===== src/rtl/reg_timer_pkg.sv =====
// Register map, CTRL/STATUS field positions and access helpers for reg_timer.
package reg_timer_pkg;

  localparam logic [4:0] OFF_CTRL     = 5'h00;
  localparam logic [4:0] OFF_STATUS   = 5'h04;
  localparam logic [4:0] OFF_COUNT_LO = 5'h08;
  localparam logic [4:0] OFF_COUNT_HI = 5'h0C;
  localparam logic [4:0] OFF_CMP_LO   = 5'h10;
  localparam logic [4:0] OFF_CMP_HI   = 5'h14;

  localparam int CTRL_EN_BIT         = 0;
  localparam int CTRL_AUTORELOAD_BIT = 1;
  localparam int CTRL_IRQ_EN_BIT     = 2;
  localparam int CTRL_PRESCALE_LSB   = 8;
  localparam int CTRL_PRESCALE_MSB   = 15;
  localparam int PRESCALE_W          = CTRL_PRESCALE_MSB - CTRL_PRESCALE_LSB + 1;

  localparam int STATUS_PEND_BIT = 0;

  typedef enum logic [2:0] {
    SEL_CTRL,
    SEL_STATUS,
    SEL_COUNT_LO,
    SEL_COUNT_HI,
    SEL_CMP_LO,
    SEL_CMP_HI,
    SEL_ERR
  } reg_sel_e;

  // Misaligned offsets and offsets past CMP_HI both land on SEL_ERR.
  function automatic reg_sel_e decode_offset(input logic [4:0] off);
    reg_sel_e sel;
    sel = SEL_ERR;
    if (off[1:0] == 2'b00) begin
      case (off)
        OFF_CTRL:     sel = SEL_CTRL;
        OFF_STATUS:   sel = SEL_STATUS;
        OFF_COUNT_LO: sel = SEL_COUNT_LO;
        OFF_COUNT_HI: sel = SEL_COUNT_HI;
        OFF_CMP_LO:   sel = SEL_CMP_LO;
        OFF_CMP_HI:   sel = SEL_CMP_HI;
        default:      sel = SEL_ERR;
      endcase
    end
    return sel;
  endfunction

  function automatic logic [31:0] apply_wstrb(input logic [31:0] old_val,
                                              input logic [31:0] new_val,
                                              input logic [3:0]  strb);
    logic [31:0] res;
    res = old_val;
    for (int b = 0; b < 4; b++) begin
      if (strb[b]) res[8*b +: 8] = new_val[8*b +: 8];
    end
    return res;
  endfunction

endpackage


===== src/rtl/reg_bus.sv =====
// Simple register bus: master holds valid until ready, slave answers with rdata/error.
interface REG_BUS #(
  parameter int ADDR_WIDTH = 32,
  parameter int DATA_WIDTH = 32
);
  logic [ADDR_WIDTH-1:0]   addr;
  logic                    write;
  logic [DATA_WIDTH-1:0]   wdata;
  logic [DATA_WIDTH/8-1:0] wstrb;
  logic                    error;
  logic                    valid;
  logic                    ready;
  logic [DATA_WIDTH-1:0]   rdata;

  modport Master (output addr, write, wdata, wstrb, valid, input rdata, error, ready);
  modport Slave  (input addr, write, wdata, wstrb, valid, output rdata, error, ready);
endinterface


===== src/rtl/reg_timer_prescaler.sv =====
// Prescaler: counts 0..prescale_i while enabled and pulses tick_o for one cycle at the top.
// Held at 0 while disabled, so the first tick after enabling arrives prescale_i+1 cycles later.
module reg_timer_prescaler
  import reg_timer_pkg::*;
(
  input  logic                  clk_i,
  input  logic                  rst_i,
  input  logic                  en_i,
  input  logic [PRESCALE_W-1:0] prescale_i,
  output logic                  tick_o
);

  logic [PRESCALE_W-1:0] cnt_q, cnt_d;

  // >= rather than == so lowering PRESCALE below the running count cannot strand it.
  always_comb begin
    tick_o = en_i & (cnt_q >= prescale_i);
    cnt_d  = '0;
    if (en_i && !tick_o) cnt_d = cnt_q + 1'b1;
  end

  always_ff @(posedge clk_i) begin
    if (rst_i) cnt_q <= '0;
    else       cnt_q <= cnt_d;
  end

endmodule


===== src/rtl/reg_timer.sv =====
// 64-bit compare timer with REG_BUS slave; every access takes 2 cycles (one wait state).
// Ready comes from a registered pending flag; an abandoned or reset-aborted request has no effect.
module reg_timer
  import reg_timer_pkg::*;
#(
  parameter int ADDR_WIDTH = 32,
  parameter int DATA_WIDTH = 32
) (
  input  logic  clk_i,
  input  logic  rst_i,
  REG_BUS.Slave reg_i,
  output logic  irq_o
);

  logic [ADDR_WIDTH-1:0]   addr;
  logic [DATA_WIDTH-1:0]   wdata;
  logic [DATA_WIDTH/8-1:0] wstrb;
  logic                    unused_addr;

  assign addr        = reg_i.addr;
  assign wdata       = reg_i.wdata;
  assign wstrb       = reg_i.wstrb;
  assign unused_addr = ^addr[ADDR_WIDTH-1:5];

  logic                  req_pend_q, req_pend_d;
  logic                  en_q, en_d;
  logic                  autoreload_q, autoreload_d;
  logic                  irq_en_q, irq_en_d;
  logic [PRESCALE_W-1:0] prescale_q, prescale_d;
  logic                  pend_q, pend_d;
  logic [63:0]           count_q, count_d;
  logic [63:0]           cmp_q, cmp_d;
  logic [31:0]           shadow_q, shadow_d;

  logic        tick;
  reg_sel_e    sel;
  logic        addr_err, access, wr_en, rd_en;
  logic [31:0] ctrl_rd, ctrl_wr, status_wr, rd_mux;
  logic [63:0] count_tick;
  logic        match, pend_set, pend_clr;

  reg_timer_prescaler u_prescaler (
    .clk_i      (clk_i),
    .rst_i      (rst_i),
    .en_i       (en_q),
    .prescale_i (prescale_q),
    .tick_o     (tick)
  );

  assign sel      = decode_offset(addr[4:0]);
  assign addr_err = (sel == SEL_ERR);
  assign access   = reg_i.valid & req_pend_q & ~rst_i;
  assign wr_en    = access & reg_i.write & ~addr_err;
  assign rd_en    = access & ~reg_i.write & ~addr_err;

  // Set on the first valid cycle, always dropped the next: completion and abandonment look alike.
  assign req_pend_d  = reg_i.valid & ~req_pend_q;
  assign reg_i.ready = req_pend_q & ~rst_i;
  assign reg_i.error = reg_i.ready & addr_err;
  assign reg_i.rdata = (reg_i.ready && !addr_err) ? rd_mux : '0;

  assign irq_o = pend_q & irq_en_q & ~rst_i;

  always_comb begin
    ctrl_rd                                          = '0;
    ctrl_rd[CTRL_EN_BIT]                             = en_q;
    ctrl_rd[CTRL_AUTORELOAD_BIT]                     = autoreload_q;
    ctrl_rd[CTRL_IRQ_EN_BIT]                         = irq_en_q;
    ctrl_rd[CTRL_PRESCALE_MSB:CTRL_PRESCALE_LSB]     = prescale_q;
  end

  always_comb begin
    rd_mux = '0;
    case (sel)
      SEL_CTRL:     rd_mux = ctrl_rd;
      SEL_STATUS:   rd_mux = {31'b0, pend_q};
      SEL_COUNT_LO: rd_mux = count_q[31:0];
      SEL_COUNT_HI: rd_mux = shadow_q;
      SEL_CMP_LO:   rd_mux = cmp_q[31:0];
      SEL_CMP_HI:   rd_mux = cmp_q[63:32];
      default:      rd_mux = '0;
    endcase
  end

  always_comb begin
    en_d         = en_q;
    autoreload_d = autoreload_q;
    irq_en_d     = irq_en_q;
    prescale_d   = prescale_q;
    cmp_d        = cmp_q;
    shadow_d     = shadow_q;
    ctrl_wr      = apply_wstrb(ctrl_rd, wdata, wstrb);
    status_wr    = apply_wstrb(32'h0, wdata, wstrb);
    pend_clr     = 1'b0;

    match      = (count_q == cmp_q);
    count_tick = (match && autoreload_q) ? 64'd0 : count_q + 64'd1;
    count_d    = tick ? count_tick : count_q;
    pend_set   = tick & match;

    // Software writes overwrite only their own half of the tick-updated count.
    if (wr_en) begin
      case (sel)
        SEL_CTRL: begin
          en_d         = ctrl_wr[CTRL_EN_BIT];
          autoreload_d = ctrl_wr[CTRL_AUTORELOAD_BIT];
          irq_en_d     = ctrl_wr[CTRL_IRQ_EN_BIT];
          prescale_d   = ctrl_wr[CTRL_PRESCALE_MSB:CTRL_PRESCALE_LSB];
        end
        SEL_STATUS:   pend_clr       = status_wr[STATUS_PEND_BIT];
        SEL_COUNT_LO: count_d[31:0]  = apply_wstrb(count_q[31:0], wdata, wstrb);
        SEL_COUNT_HI: count_d[63:32] = apply_wstrb(count_q[63:32], wdata, wstrb);
        SEL_CMP_LO:   cmp_d[31:0]    = apply_wstrb(cmp_q[31:0], wdata, wstrb);
        SEL_CMP_HI:   cmp_d[63:32]   = apply_wstrb(cmp_q[63:32], wdata, wstrb);
        default: ;
      endcase
    end

    if (rd_en && sel == SEL_COUNT_LO) shadow_d = count_q[63:32];

    pend_d = pend_set | (pend_q & ~pend_clr);
  end

  always_ff @(posedge clk_i) begin
    if (rst_i) begin
      req_pend_q   <= 1'b0;
      en_q         <= 1'b0;
      autoreload_q <= 1'b0;
      irq_en_q     <= 1'b0;
      prescale_q   <= '0;
      pend_q       <= 1'b0;
      count_q      <= '0;
      cmp_q        <= '1;
      shadow_q     <= '0;
    end else begin
      req_pend_q   <= req_pend_d;
      en_q         <= en_d;
      autoreload_q <= autoreload_d;
      irq_en_q     <= irq_en_d;
      prescale_q   <= prescale_d;
      pend_q       <= pend_d;
      count_q      <= count_d;
      cmp_q        <= cmp_d;
      shadow_q     <= shadow_d;
    end
  end

endmodule


===== src/flat_wrapper.sv =====
// flat-port wrapper written by rule: the top's interface ports become plain ports
module reg_timer_flat import reg_timer_pkg::*;
#(
  parameter int ADDR_WIDTH = 32,
  parameter int DATA_WIDTH = 32
)
  (clk_i, rst_i, irq_o, reg_i_addr, reg_i_write, reg_i_wdata, reg_i_wstrb, reg_i_valid, reg_i_rdata, reg_i_error, reg_i_ready);
  REG_BUS #(.ADDR_WIDTH(ADDR_WIDTH), .DATA_WIDTH(DATA_WIDTH)) reg_i_i ();
  input  logic clk_i;
  input  logic rst_i;
  output logic irq_o;
  input wire logic [$bits(reg_i_i.addr)-1:0] reg_i_addr;
  input wire logic [$bits(reg_i_i.write)-1:0] reg_i_write;
  input wire logic [$bits(reg_i_i.wdata)-1:0] reg_i_wdata;
  input wire logic [$bits(reg_i_i.wstrb)-1:0] reg_i_wstrb;
  input wire logic [$bits(reg_i_i.valid)-1:0] reg_i_valid;
  output wire logic [$bits(reg_i_i.rdata)-1:0] reg_i_rdata;
  output wire logic [$bits(reg_i_i.error)-1:0] reg_i_error;
  output wire logic [$bits(reg_i_i.ready)-1:0] reg_i_ready;
  assign reg_i_i.addr = reg_i_addr;
  assign reg_i_i.write = reg_i_write;
  assign reg_i_i.wdata = reg_i_wdata;
  assign reg_i_i.wstrb = reg_i_wstrb;
  assign reg_i_i.valid = reg_i_valid;
  assign reg_i_rdata = reg_i_i.rdata;
  assign reg_i_error = reg_i_i.error;
  assign reg_i_ready = reg_i_i.ready;
  reg_timer #(.ADDR_WIDTH(ADDR_WIDTH), .DATA_WIDTH(DATA_WIDTH)) u_core (.clk_i(clk_i), .rst_i(rst_i), .reg_i(reg_i_i), .irq_o(irq_o));
endmodule

===== config.mk =====
export PLATFORM = sky130hd
export DESIGN_NAME = reg_timer_flat
export DESIGN_NICKNAME = d
export VERILOG_FILES = /design/src/rtl/reg_timer_pkg.sv /design/src/rtl/reg_bus.sv /design/src/rtl/reg_timer_prescaler.sv /design/src/rtl/reg_timer.sv /design/src/flat_wrapper.sv
export SDC_FILE = /design/constraint.sdc
export NUM_CORES = 1
export LEC_CHECK = 0
export BUFFER_PORTS_ARGS = -buffer_cell sky130_fd_sc_hd__buf_2
export CAP_MARGIN = 5
export CORE_UTILIZATION = 54
export CTS_CLUSTER_DIAMETER = 200
export DETAILED_ROUTE_END_ITERATION = 12
export PLACE_DENSITY = 0.75
export SKIP_CTS_REPAIR_TIMING = 1
export SYNTH_ARGS = -nofsm -noshare
export SYNTH_HDL_FRONTEND = slang
export SYNTH_SLANG_ARGS = --single-unit

===== constraint.sdc =====
create_clock -name clk_i -period 2.57 [get_ports clk_i]
set_input_delay 0.257 -clock clk_i [delete_from_list [all_inputs] [get_ports clk_i]]
set_output_delay 0.257 -clock clk_i [all_outputs]
set_load 0.02 [all_outputs]

; ---- Word-level counts from Yosys, hierarchy flattened
; Index checks and enable logic that the tools add are counted.
[op_classes]
n_addsub = 2
n_mul = 0
div_mod_pow = 0
n_lt_le_gt_ge = 1
eq_ne = 20
shifts = 0
muxes = 16
n_bitwise = 21
n_reduce_logical = 20
[ops]
columns = operator, count
row1 = $mux W64, 3
row2 = $pmux W32 S6, 1
row3 = $mux W32, 3
row4 = $add A64 B1 Y64 const B, 1
row5 = $eq A64 B64 Y1, 1
row6 = $mux W8, 4
row7 = $reduce_and A3 Y1, 10
row8 = $ne A3 B3 Y1 const B, 8
row9 = $pmux W3 S6, 1
row10 = $and A1 B1 Y1, 14
row11 = $eq A5 B4 Y1 const B, 2
row12 = $eq A5 B5 Y1 const B, 2
row13 = $eq A3 B3 Y1 const B, 3
row14 = $add A8 B1 Y8 const B, 1
row15 = $ge A8 B8 Y1, 1
row16 = $eq A3 B2 Y1 const B, 2
row17 = $not A1 Y1, 6
row18 = $eq A5 B3 Y1 const B, 1
row19 = $logic_not A5 Y1, 1
row20 = $logic_and A1 B1 Y1, 4
row21 = $eq A3 B1 Y1 const B, 1
row22 = $logic_not A3 Y1, 1
row23 = $mux W1, 3
row24 = $mux W3, 1
row25 = other kinds (4), 5
[totals]
register_bits = 181
latch_bits = 0
mem_bits_rw = 0
rom_bits = 0
input_bits = 72
out_inout_bits = 35
elab_cells = 104
n_memories = 0

; ---- Depth between registers and ports, before layout
; Gate-level depths: netlist (run 1).
[depth]
depth_word = 10
mapped_depth = 11
depth_no_buf = 9

; ---- Hierarchy
; A second synthesis (run 1) with hierarchy kept.
[unflattened]
cells_unflattened = 1328
area_unflattened_um2 = 10339.9
[modules_own_cells]
columns = mod, instances, cells_per_inst, area_per_inst_um2, seq_area_each_um2
row1 = reg_timer, 1, 1268, 9810.7, 3463.3
row2 = reg_timer_prescaler, 1, 60, 529.3, 160.2

; ---- Least setup slack after synthesis (run 1)
; Ideal clock, no wire load.
[synth_timing]
path_kind = flip-flop to flip-flop
start = register u_core.u_prescaler.cnt_q[0]
end = register u_core.count_q[38]
setup_ps = 86
arrival_ps = 2562
t_required_ps = 2484
setup_slack_ps = -78
path_stages_with_launch = 11
n_path_buf = 1
period_less_slack_ps = 2648
path_cell_list = dfxtp_1 -> inv_1 -> ha_1 -> nand2b_1 -> a2111o_1 -> a32o_1 -> and2_1 -> a21oi_1 -> clkbuf_1 -> nand2_1 -> a211oi_1
[synth_between]
elab_chain_cells = 5
[synth_lines]
columns = item, line
row1 = from (decl), reg_timer_prescaler.sv:13  ; logic [PRESCALE_W-1:0] cnt_q, cnt_d;
row2 = from (signal assigned), reg_timer_prescaler.sv:24  ; else cnt_q <= cnt_d;
row3 = $ge A8 B8 Y1 *, reg_timer_prescaler.sv:17  ; tick_o = en_i & (cnt_q >= prescale_i);
row4 = $and A1 B1 Y1 *, reg_timer_prescaler.sv:17
row5 = $mux W64 *, reg_timer.sv:98  ; count_d = tick ? count_tick : count_q;
row6 = $mux W32, reg_timer.sv:103  ; case (sel)
row7 = $mux W64 *, reg_timer.sv:102  ; if (wr_en) begin
row8 = to (signal assigned), reg_timer.sv:142  ; count_q <= count_d;
row9 = to (decl), reg_timer.sv:31  ; logic [63:0] count_q, count_d;
; Every way passes the cells marked *; elsewhere a longest branch is shown, timed or not.
; A chain may end at the register's enable or synchronous reset.

; ---- Worst setup path after layout (run 1)
[layout_timing]
start = register u_core.count_q[3]
end = register u_core.count_q[62]
[layout_between]
elab_chain_cells = 6
elab_cells_between_ends = 7
[layout_lines]
columns = item, line
row1 = branches (longest 2 deep; another with $add A64 B1 Y64), -
row2 = $mux W64 *, reg_timer.sv:97  ; count_tick = (match && autoreload_q) ? 64'd0 : count_q + 64'd1;
row3 = $mux W64 *, reg_timer.sv:98
row4 = $mux W32, reg_timer.sv:103
row5 = $mux W64 *, reg_timer.sv:102
; Every way passes the cells marked *.

==> results of run 1 <==
[per-layer routing]
layer	track usage	vias up	routed length [um]
li1	-	5282	-
met1	0.5411	5554	16650
met2	0.6453	819	18830
met3	0.09146	140	4556
met4	0.1698	0	1715
met5	0	-	0
[registers in the layout, indices dropped and copies added (netlist names)]
signal and flops:
u_core.cmp_q 64, u_core.count_q 64, u_core.shadow_q 32, u_core.prescale_q 8, u_core.u_prescaler.cnt_q 8, u_core.autoreload_q 1, u_core.en_q 1, u_core.irq_en_q 1
u_core.pend_q 1, u_core.req_pend_q 1
[power by group through the flow]
stage	clock (mW)	sequential, mW	combinational (mW)
6_report	2.68	2.80	0.321
5_1_grt	2.81	2.80	0.329
4_1_cts	2.68	2.80	0.302
3_5_place_dp	0	2.87	0.301
3_3_place_gp	0	2.87	0.299
2_1_floorplan	0	2.87	0.136
[layout make-up]
type / instances / area share
multi-input cells: 1064 / 0.5029
flip-flops and latches: 181 / 0.2715
repair buffers: 267 / 0.1493
clock buffers: 21 / 0.03433
well taps: 260 / 0.02426
clock inverters: 11 / 0.009330
inverters: 30 / 0.008397
[final timing paths]
check	startpoint	end	slack (ps)	cells past startpoint
worst max-delay path	u_core.count_q[3]$_SDFFE_PP0P_	u_core.count_q[62]$_SDFFE_PP0P_	-10	8
worst min-delay path	reg_i_wdata[24]	u_core.cmp_q[56]$_SDFFE_PP1P_	100	3
worst max register to register	u_core.count_q[3]$_SDFFE_PP0P_	u_core.count_q[62]$_SDFFE_PP0P_	-10	8
worst min register to register	u_core.req_pend_q$_SDFF_PP0_	u_core.req_pend_q$_SDFF_PP0_	440	1
[worst max-delay path, stage by stage (launching register included)]
cell and delay (ps):
dfxtp_1 370, nand4_2 120, or4_4 550, or4b_4 550, nor3_4 350, buf_6 180, nand3_1 110, a21oi_2 170
nor3_2 50
[cell usage in the layout (no fill, tap or decap), types with 12 or more instances in the layout]
master	n
nor4_1	14
a21oi_1	105
a22oi_1	16
buf_4	169
o21ai_0	35
a211oi_1	13
nand3_1	78
inv_1	28
nand4_1	21
xor2_1	80
nand2_1	234
and3_1	28
mux2i_1	81
a221oi_1	24
buf_2	79
nor3_1	33
dfxtp_1	169
clkbuf_16	19
nor2_1	104
o22ai_1	12
[kinds of logic after synthesis]
group                    after synthesis
XOR/XNOR                              88
flip-flops                           181
AND/OR/NAND/NOR                      594
multiplexers                          82
adder cells (fa/ha/maj)               10
buffers and inverters                135
AO/OA/AOI/OAI                        290
[through the flow]
| stage | hold WS (ps) | setup TNS, ps | power, mW | area, sq um |
|---|---|---|---|---|
| floorplan | 381.0 | 0 | 3.005 | 10540 |
| global placement | 416.4 | -1876 | 3.168 | 12320 |
| detailed placement | 431.7 | -3097 | 3.170 | 12320 |
| CTS | 91.03 | -4159 | 5.790 | 12910 |
| global route | 97.96 | -524.8 | 5.942 | 13410 |
| finish | 97.98 | -14.49 | 5.808 | 13410 |
==> out/summary.txt, run 1 <==
CP required - 2880 ps
Outcome - finished with violations
Util after Layout - 0.7098
Internal Power - 4.394 mW
Compound-Gate Fraction of Synth Area - 0.1741
Largest net degree at the start of global routing - 75
Area grow syn2layout - 27.31%
# IOs - 107
HP Class - in -> reg
Port buffer count - 79
Peak supply drop - 0.4302 mV
Violated checks - negative setup slack
Async SR Flop Fraction - 0
Nets - 1643
Netlist cell types - 70
RSZ-0062 raised after global routing - yes
Leak pwr - 5.157 nW
Startpoint types - flop
Row cnt - 50
Reg clk slew, reported paths - 70 ps
Skew final - 11.24 ps
Primary FF master, synth - dfxtp_1
Final Non-Filler Cells - 1834
Most common cell in the synthesized netlist - nand2_1
Register area - 3641 sq um
Worst Tran Pin Value - 688.2 ps
Via-to-Cell Ratio - 6.431
CTS sink count - 181
CTS H-tree lvls - 4
Top cells by area, synth - dfxtp_1 (34%), nand2_1 (8.4%), mux2i_1 (7.7%), xor2_1 (6.7%), a21oi_1 (5.5%)
Share of cells above drive strength 1 - 0.2421
Setup slack after placement - -287.1 ps
Clock Path Buffers - 2
Num CTS Buffers - 17
Comb power frac - 0.055
N_diodes - 0
GRT Total Usage - 0.4097
Die area - 20070 sq um
Synth top cells by count - nand2_1 (237), dfxtp_1 (181), a21oi_1 (115)
Final period utilization - 1.004
CTS tree - done
Largest family of logic cells by synthesized area - simple AND/OR/NAND/NOR gates
Via count - 11.80k
Final worst path period need - 2580 ps
DR iter-0 viols - 1571
Switch Pwr - 1.414 mW
Fin. Hold Viols - 0
Seq/Total Area, Yosys - 0.3440
Synth warn - 0
Wire length per cell - 22.77 um
PnR worst setup slack - -9.749 ps
Max Cap Viol - 0
Vias in the first global route - 10.60k
Clock Latency Late Sink - 440 ps
Clk pwr share - 0.462
Max Freq - 0.3876 GHz
Chip height - 141.7 um
Die X - 141.7 um
Synth Area in XOR/XNOR - 0.07317
Power per standard cell area - 433.1 nW/um^2
Synthesized flop and latch total - 181
Post-synth top area share - 0.3440
Mux contribution to synthesized area - 0.07804
DRC - 0
Avg Inst Size Synth - 7.633 sq um
Maximum fanout along the worst path - 6
Syn nets - 1462
Root Buffer - clkbuf_16
Flop pwr share - 0.483
Setup violators final - 2
Worst rel slew slack - 0.5378
Placed Instances - 1793
Routed Antenna Nets - 0
DRT Wirelength - 41750 um
Fillers - 1565
Core area - 18890 sq um
Post-synthesis cell count - 1380
Grt total ovfl - 0
Synth Area in Simple Gates - 0.2673
Synthesized cell area - 10530 sq um
First-pass GRT wire length - 61810 um
Drt first pass iters - 8
Antenna violations before repair - 0
Slew Viols, Final - 0
Yosys top cell by area - dfxtp_1
HPWL Detailed - 30030 um
Element type at the critical path end - flop
Area of the multi-input gates - 6744 sq um
Initial Util - 0.5575
EDFF count, synth - 0
Synth Area in Adders - 0.01188
CP arrival - 2890 ps
Switching share of total power - 0.2435
Placer Congestion - 1.001
Critical path type - reg -> reg
Note: power is estimated with default switching activity, not from simulation.
==> inputs of run 2 (changes only) <==
--- a/config.mk
+++ b/config.mk
@@ -8,9 +8,9 @@
 export BUFFER_PORTS_ARGS = -buffer_cell sky130_fd_sc_hd__buf_2
 export CAP_MARGIN = 5
 export CORE_UTILIZATION = 54
-export CTS_CLUSTER_DIAMETER = 200
 export DETAILED_ROUTE_END_ITERATION = 12
 export PLACE_DENSITY = 0.75
+export REMOVE_ABC_BUFFERS = 1
 export SKIP_CTS_REPAIR_TIMING = 1
 export SYNTH_ARGS = -nofsm -noshare
 export SYNTH_HDL_FRONTEND = slang
==> run 2 against run 1 <==
The run still ends with negative setup slack left. Sequential power about the same. Design area increased by 1.1%. Non-clock buffer count increased by 12. Combinational power decreased by 5%. Maximum frequency increased by 0.18%. Core utilization increased by 0.77 points. Worst hold slack got worse by 18 ps. Sequential share of layout area decreased by 0.25 points. Final cell count increased by 0.55%. Critical path type unchanged. Highest routed layer unchanged.
==> out/summary.txt, run 2 (same netlist as run 1, synthesis figures left out) <==
Commonest cells after routing, fill and taps aside - nand2_1 (234), buf_4 (179), dfxtp_1 (162), a21oi_1 (112), nor2_1 (104)
Flop pwr share - 0.475
Element type at the critical path end - flop
Worst R2R Start - u_core.u_prescaler.cnt_q[0]$_SDFF_PP0_
Via-to-Cell Ratio - 6.387
Reg clk slew, reported paths - 70 ps
GR met3 Demand/Resource - 0.08539
Skew final - 8.039 ps
# IOs - 107
WP buf/inv - 3
Final worst path period need - 2575 ps
Fin. Hold Viols - 0
Num CTS Buffers - 17
Initial Util - 0.5575
Port buffer count - 79
Critical path's top delay family - compound AO/OA/AOI/OAI gates
Final period utilization - 1.002
CP arrival - 2970 ps
Switching share of total power - 0.2402
CTS sink count - 181
Chip height - 141.7 um
Internal Power - 4.481 mW
Critical-path top delay cell - a2111o_1
Area grow syn2layout - 28.70%
Placer Congestion - 1.031
Row cnt - 50
Peak supply drop - 0.4631 mV
CTS H-tree lvls - 4
Share of cells above drive strength 1 - 0.2519
Placed Instances - 1799
Fillers - 1541
R2R Setup Slk - -5 ps
Worst Tran Pin Value - 777.9 ps
DR iter-0 viols - 1421
PnR worst setup slack - -5.051 ps
HP Class - in -> reg
Worst rel slew slack - 0.4775
Largest regs - u_core.cmp_q (64), u_core.count_q (64), u_core.shadow_q (32)
Wire length per cell - 21.95 um
Leak pwr - 5.288 nW
DRC - 0
GRT Total Usage - 0.4037
Setup_tns - -5.051 ps
Area of the multi-input gates - 6746 sq um
N_diodes - 0
Max Freq - 0.3883 GHz
Routing usage on met2 - 0.6365
CP required - 2970 ps
GR peak layer - met2
RSZ-0062 raised after global routing - yes
Largest net degree at the start of global routing - 75
Maximum fanout along the worst path - 5
Core area - 18890 sq um
Comb power frac - 0.052
Via count - 11.78k
Routed Antenna Nets - 0
Max Cap Viol - 0
Slew Viols, Final - 0
Drt first pass iters - 6
Switch Pwr - 1.417 mW
CP dominant cell by count - buf_12
Largest stage delay, worst path - 440 ps
Violated checks - negative setup slack
Clock Latency Late Sink - 450 ps
CTS tree - done
Setup slack after placement - -414.2 ps
Clock Path Buffers - 2
Final Non-Filler Cells - 1844
Critical path type - reg -> reg
Root Buffer - clkbuf_16
Met1 global-route usage - 0.5241
First-pass GRT wire length - 61800 um
Grt total ovfl - 0
Setup violators final - 1
Clk pwr share - 0.473
Nets - 1655
Outcome - finished with violations
Startpoint types - flop
Die area - 20070 sq um
Die X - 141.7 um
Min-delay src - reg_i_valid
Critical-path cell list - inv_2, ha_4, nand2b_4, a2111o_1, a32o_2, and2_4, a21oi_4, buf_12, buf_12, o211ai_1, o2bb2a_2
Start point of the critical path - u_core.u_prescaler.cnt_q[0]$_SDFF_PP0_
Power per standard cell area - 435.0 nW/um^2
DRT Wirelength - 40490 um
Register area - 3647 sq um
HPWL Detailed - 28960 um
Commonest non-fill, non-tap cell in the layout - nand2_1
Vias in the first global route - 11.02k
Antenna violations before repair - 0
run 2: cell types whose count changed in the layout (fill, tap and decap cells not counted), moves of 4 or more:
cell,change
a21oi_1,+7
a21oi_2,-7
buf_12,+4
buf_4,+10
dfxtp_1,-7
dfxtp_2,+8
o21ai_1,-4
run 2: path summary, 6_finish.rpt:
| path | end | cells after the start |
|---|---|---|
| setup / recovery | u_core.count_q[54]$_SDFFE_PP0P_ | 11 |
| hold / removal | u_core.req_pend_q$_SDFF_PP0_ | 2 |
| setup reg to reg | u_core.count_q[54]$_SDFFE_PP0P_ | 11 |
| hold reg to reg | u_core.req_pend_q$_SDFF_PP0_ | 1 |
run 2: metrics by stage:
| stage | hold slack [ps] | area (sq um) | total power, mW | utilization |
|---|---|---|---|---|
| 3_5_place_dp | 426.4 | 12400 | 3.161 | 0.6565 |
| 6_report | 80.01 | 13560 | 5.897 | 0.7176 |
| 3_3_place_gp | 418.3 | 12400 | 3.158 | 0.6565 |
| 4_1_cts | 81.03 | 13000 | 5.882 | 0.6883 |
| 2_1_floorplan | 323.2 | 10100 | 2.961 | - |
| 5_1_grt | 89.11 | 13560 | 6.022 | 0.7176 |
run 2: power groups by stage:
stage / Combinational, mW / Clock [mW] / Sequential, mW
floorplan: 0.0918 / 0 / 2.87
global placement: 0.288 / 0 / 2.87
detailed placement: 0.291 / 0 / 2.87
CTS: 0.292 / 2.79 / 2.80
global route: 0.317 / 2.90 / 2.80
finish: 0.304 / 2.79 / 2.80
run 2: final cells by class:
class,count,share of cell area
clock inverters,11,0.01089
clock buffers,19,0.03341
well taps,260,0.02400
repair buffers,279,0.1567
flip-flops and latches,181,0.2690
inverters,30,0.008306
multi-input cells,1064,0.4976
run 2: routing by layer:
| metal | up-vias | part of all wire |
|---|---|---|
| li1 | 5313 | - |
| met1 | 5580 | 0.40 |
| met2 | 734 | 0.45 |
| met3 | 150 | 0.10 |
| met4 | 0 | 0.048 |
| met5 | - | 0 |
==> inputs of run 3 (changes only) <==
--- a/config.mk
+++ b/config.mk
@@ -5,10 +5,12 @@
 export SDC_FILE = /design/constraint.sdc
 export NUM_CORES = 1
 export LEC_CHECK = 0
+export ABC_AREA = 0
 export BUFFER_PORTS_ARGS = -buffer_cell sky130_fd_sc_hd__buf_2
 export CAP_MARGIN = 5
 export CORE_UTILIZATION = 54
 export DETAILED_ROUTE_END_ITERATION = 12
+export GPL_TIMING_DRIVEN = 0
 export PLACE_DENSITY = 0.75
 export REMOVE_ABC_BUFFERS = 1
 export SKIP_CTS_REPAIR_TIMING = 1
==> run 3 against run 2 <==
Largest power group unchanged. Final cell count decreased by 7.0%. Sequential cell count did not move. Via count down 1.7%. Maximum frequency fell by 6.0%. Register-to-register slack got worse by 160 ps. Clock power fell by 4%. Design area is 4.8% lower. Non-clock buffer count is 131 lower. Routed wire length fell by 3.0%. The flow still finishes with violations (negative setup slack). Die area unchanged. First-iteration DRC count rose by 37%. Critical path type unchanged. Sequential power barely moved.
==> out/summary.txt, run 3 (same netlist as run 1, synthesis figures left out) <==
Fin. Hold Viols - 0
Area of the multi-input gates - 7003 sq um
Share of cells above drive strength 1 - 0.2192
Final hold slack - 85.03 ps
Setup violators final - 25
Via-to-Cell Ratio - 6.749
Max Freq - 0.3652 GHz
FF-to-FF path depth - 8
Max Cap Viol - 0
Largest net degree at the start of global routing - 76
CP required - 2930 ps
Die area - 20070 sq um
CTS tree - done
Clock Path Buffers - 2
Register area - 3682 sq um
Initial Util - 0.5575
CTS sink count - 181
Worst R2R Start - u_core.count_q[3]$_SDFFE_PP0P_
DRT Wirelength - 39290 um
Vias in the first global route - 9869
Via count - 11.58k
Final period utilization - 1.065
Port buffer count - 79
Fillers - 1517
Startpoint types - flop
GRT Total Usage - 0.3609
Worst Tran Pin Value - 1439 ps
Drt first pass iters - 8
Wire length per cell - 22.91 um
Final worst path period need - 2738 ps
CP arrival - 3100 ps
First-pass GRT wire length - 55920 um
Die X - 141.7 um
Start point of the critical path - u_core.count_q[3]$_SDFFE_PP0P_
Element type at the critical path end - flop
Violated checks - negative setup slack
Commonest non-fill, non-tap cell in the layout - nand2_1
Final Non-Filler Cells - 1715
Leak pwr - 4.739 nW
Num CTS Buffers - 17
Root Buffer - clkbuf_16
Worst rel slew slack - 0.02704
Antenna violations before repair - 0
Power per standard cell area - 448.5 nW/um^2
Critical path type - reg -> reg
HPWL Detailed - 25160 um
Peak supply drop - 0.4371 mV
Placer Congestion - 0.9679
R2R Setup Slk - -170 ps
HP Class - in -> reg
CTS H-tree lvls - 4
Area grow syn2layout - 22.46%
DRC - 0
Placed Instances - 1625
N_diodes - 0
Core area - 18890 sq um
Routed Antenna Nets - 0
Grt total ovfl - 0
Reg clk slew, reported paths - 70 ps
PnR worst setup slack - -168.1 ps
Setup slack after placement - -1747 ps
Skew final - 9.614 ps
Largest regs - u_core.cmp_q (64), u_core.count_q (64), u_core.shadow_q (32)
Outcome - finished with violations
Chip height - 141.7 um
DR iter-0 viols - 1953
Min-delay src - reg_i_valid
RSZ-0062 raised after global routing - yes
Commonest cells after routing, fill and taps aside - nand2_1 (227), dfxtp_1 (148), a21oi_1 (109), nor2_1 (105), mux2i_1 (81)
Hold depth - 2
Clock Latency Late Sink - 450 ps
Nets - 1526
Slew Viols, Final - 0
# IOs - 107
Maximum fanout along the worst path - 6
Util after Layout - 0.6828
Row cnt - 50
## run 3: cell count changes in the layout (fill, tap and decap cells not counted), sizes merged
cell / previous run / this run
and3: 28 / 29
buf: 278 / 145
bufinv: 3 / 2
clkbuf: 20 / 26
clkinv: 3 / 4
clkinvlp: 1 / 2
inv: 34 / 29
nor3: 39 / 40
## run 3: worst max-delay path: stages, from the launching register on
cell and delay, ps:
dfxtp_4 390, nand4_4 150, or4_4 590, or4b_4 560, nor3_4 260, buf_12 160, and4_1 250, o21ai_2 90
a221oi_2 200
## run 3: report_power, final
group	total, mW	internal [mW]	switching (mW)
clock network	2.69	1.53	1.16
registers	2.80	2.80	0.000933
logic	0.301	0.0904	0.211
## run 3: through the flow
stage | power [mW] | area (sq um) | TNS (ps)
2_1_floorplan | 2.961 | 10100 | -144920
3_3_place_gp | 3.124 | 10820 | -635830
3_5_place_dp | 3.135 | 11030 | -157850
4_1_cts | 5.739 | 11620 | -97610
5_1_grt | 5.918 | 12900 | -4376
6_report | 5.785 | 12900 | -1669
## run 3: layout make-up
| type | instances | area share |
|---|---|---|
| clock buffer | 23 | 0.03783 |
| clock inverter | 7 | 0.007565 |
| inverter | 30 | 0.008826 |
| multi-input combinational | 1066 | 0.5429 |
| sequential | 181 | 0.2855 |
| tap | 260 | 0.02522 |
| timing repair buffer | 148 | 0.09224 |
## run 3: path summary, 6_finish.rpt
check	to
setup / recovery	u_core.count_q[48]$_SDFFE_PP0P_
hold / removal	u_core.req_pend_q$_SDFF_PP0_
setup reg to reg	u_core.count_q[48]$_SDFFE_PP0P_
hold reg to reg	u_core.u_prescaler.cnt_q[0]$_SDFF_PP0_
## run 3: routing by layer
layer | GRT usage | vias to the layer above | part of all wire
met5 | 0 | - | 0
met4 | 0.1607 | 0 | 0.056
met3 | 0.05940 | 206 | 0.12
met2 | 0.5647 | 928 | 0.44
met1 | 0.4886 | 5379 | 0.38
li1 | - | 5062 | -
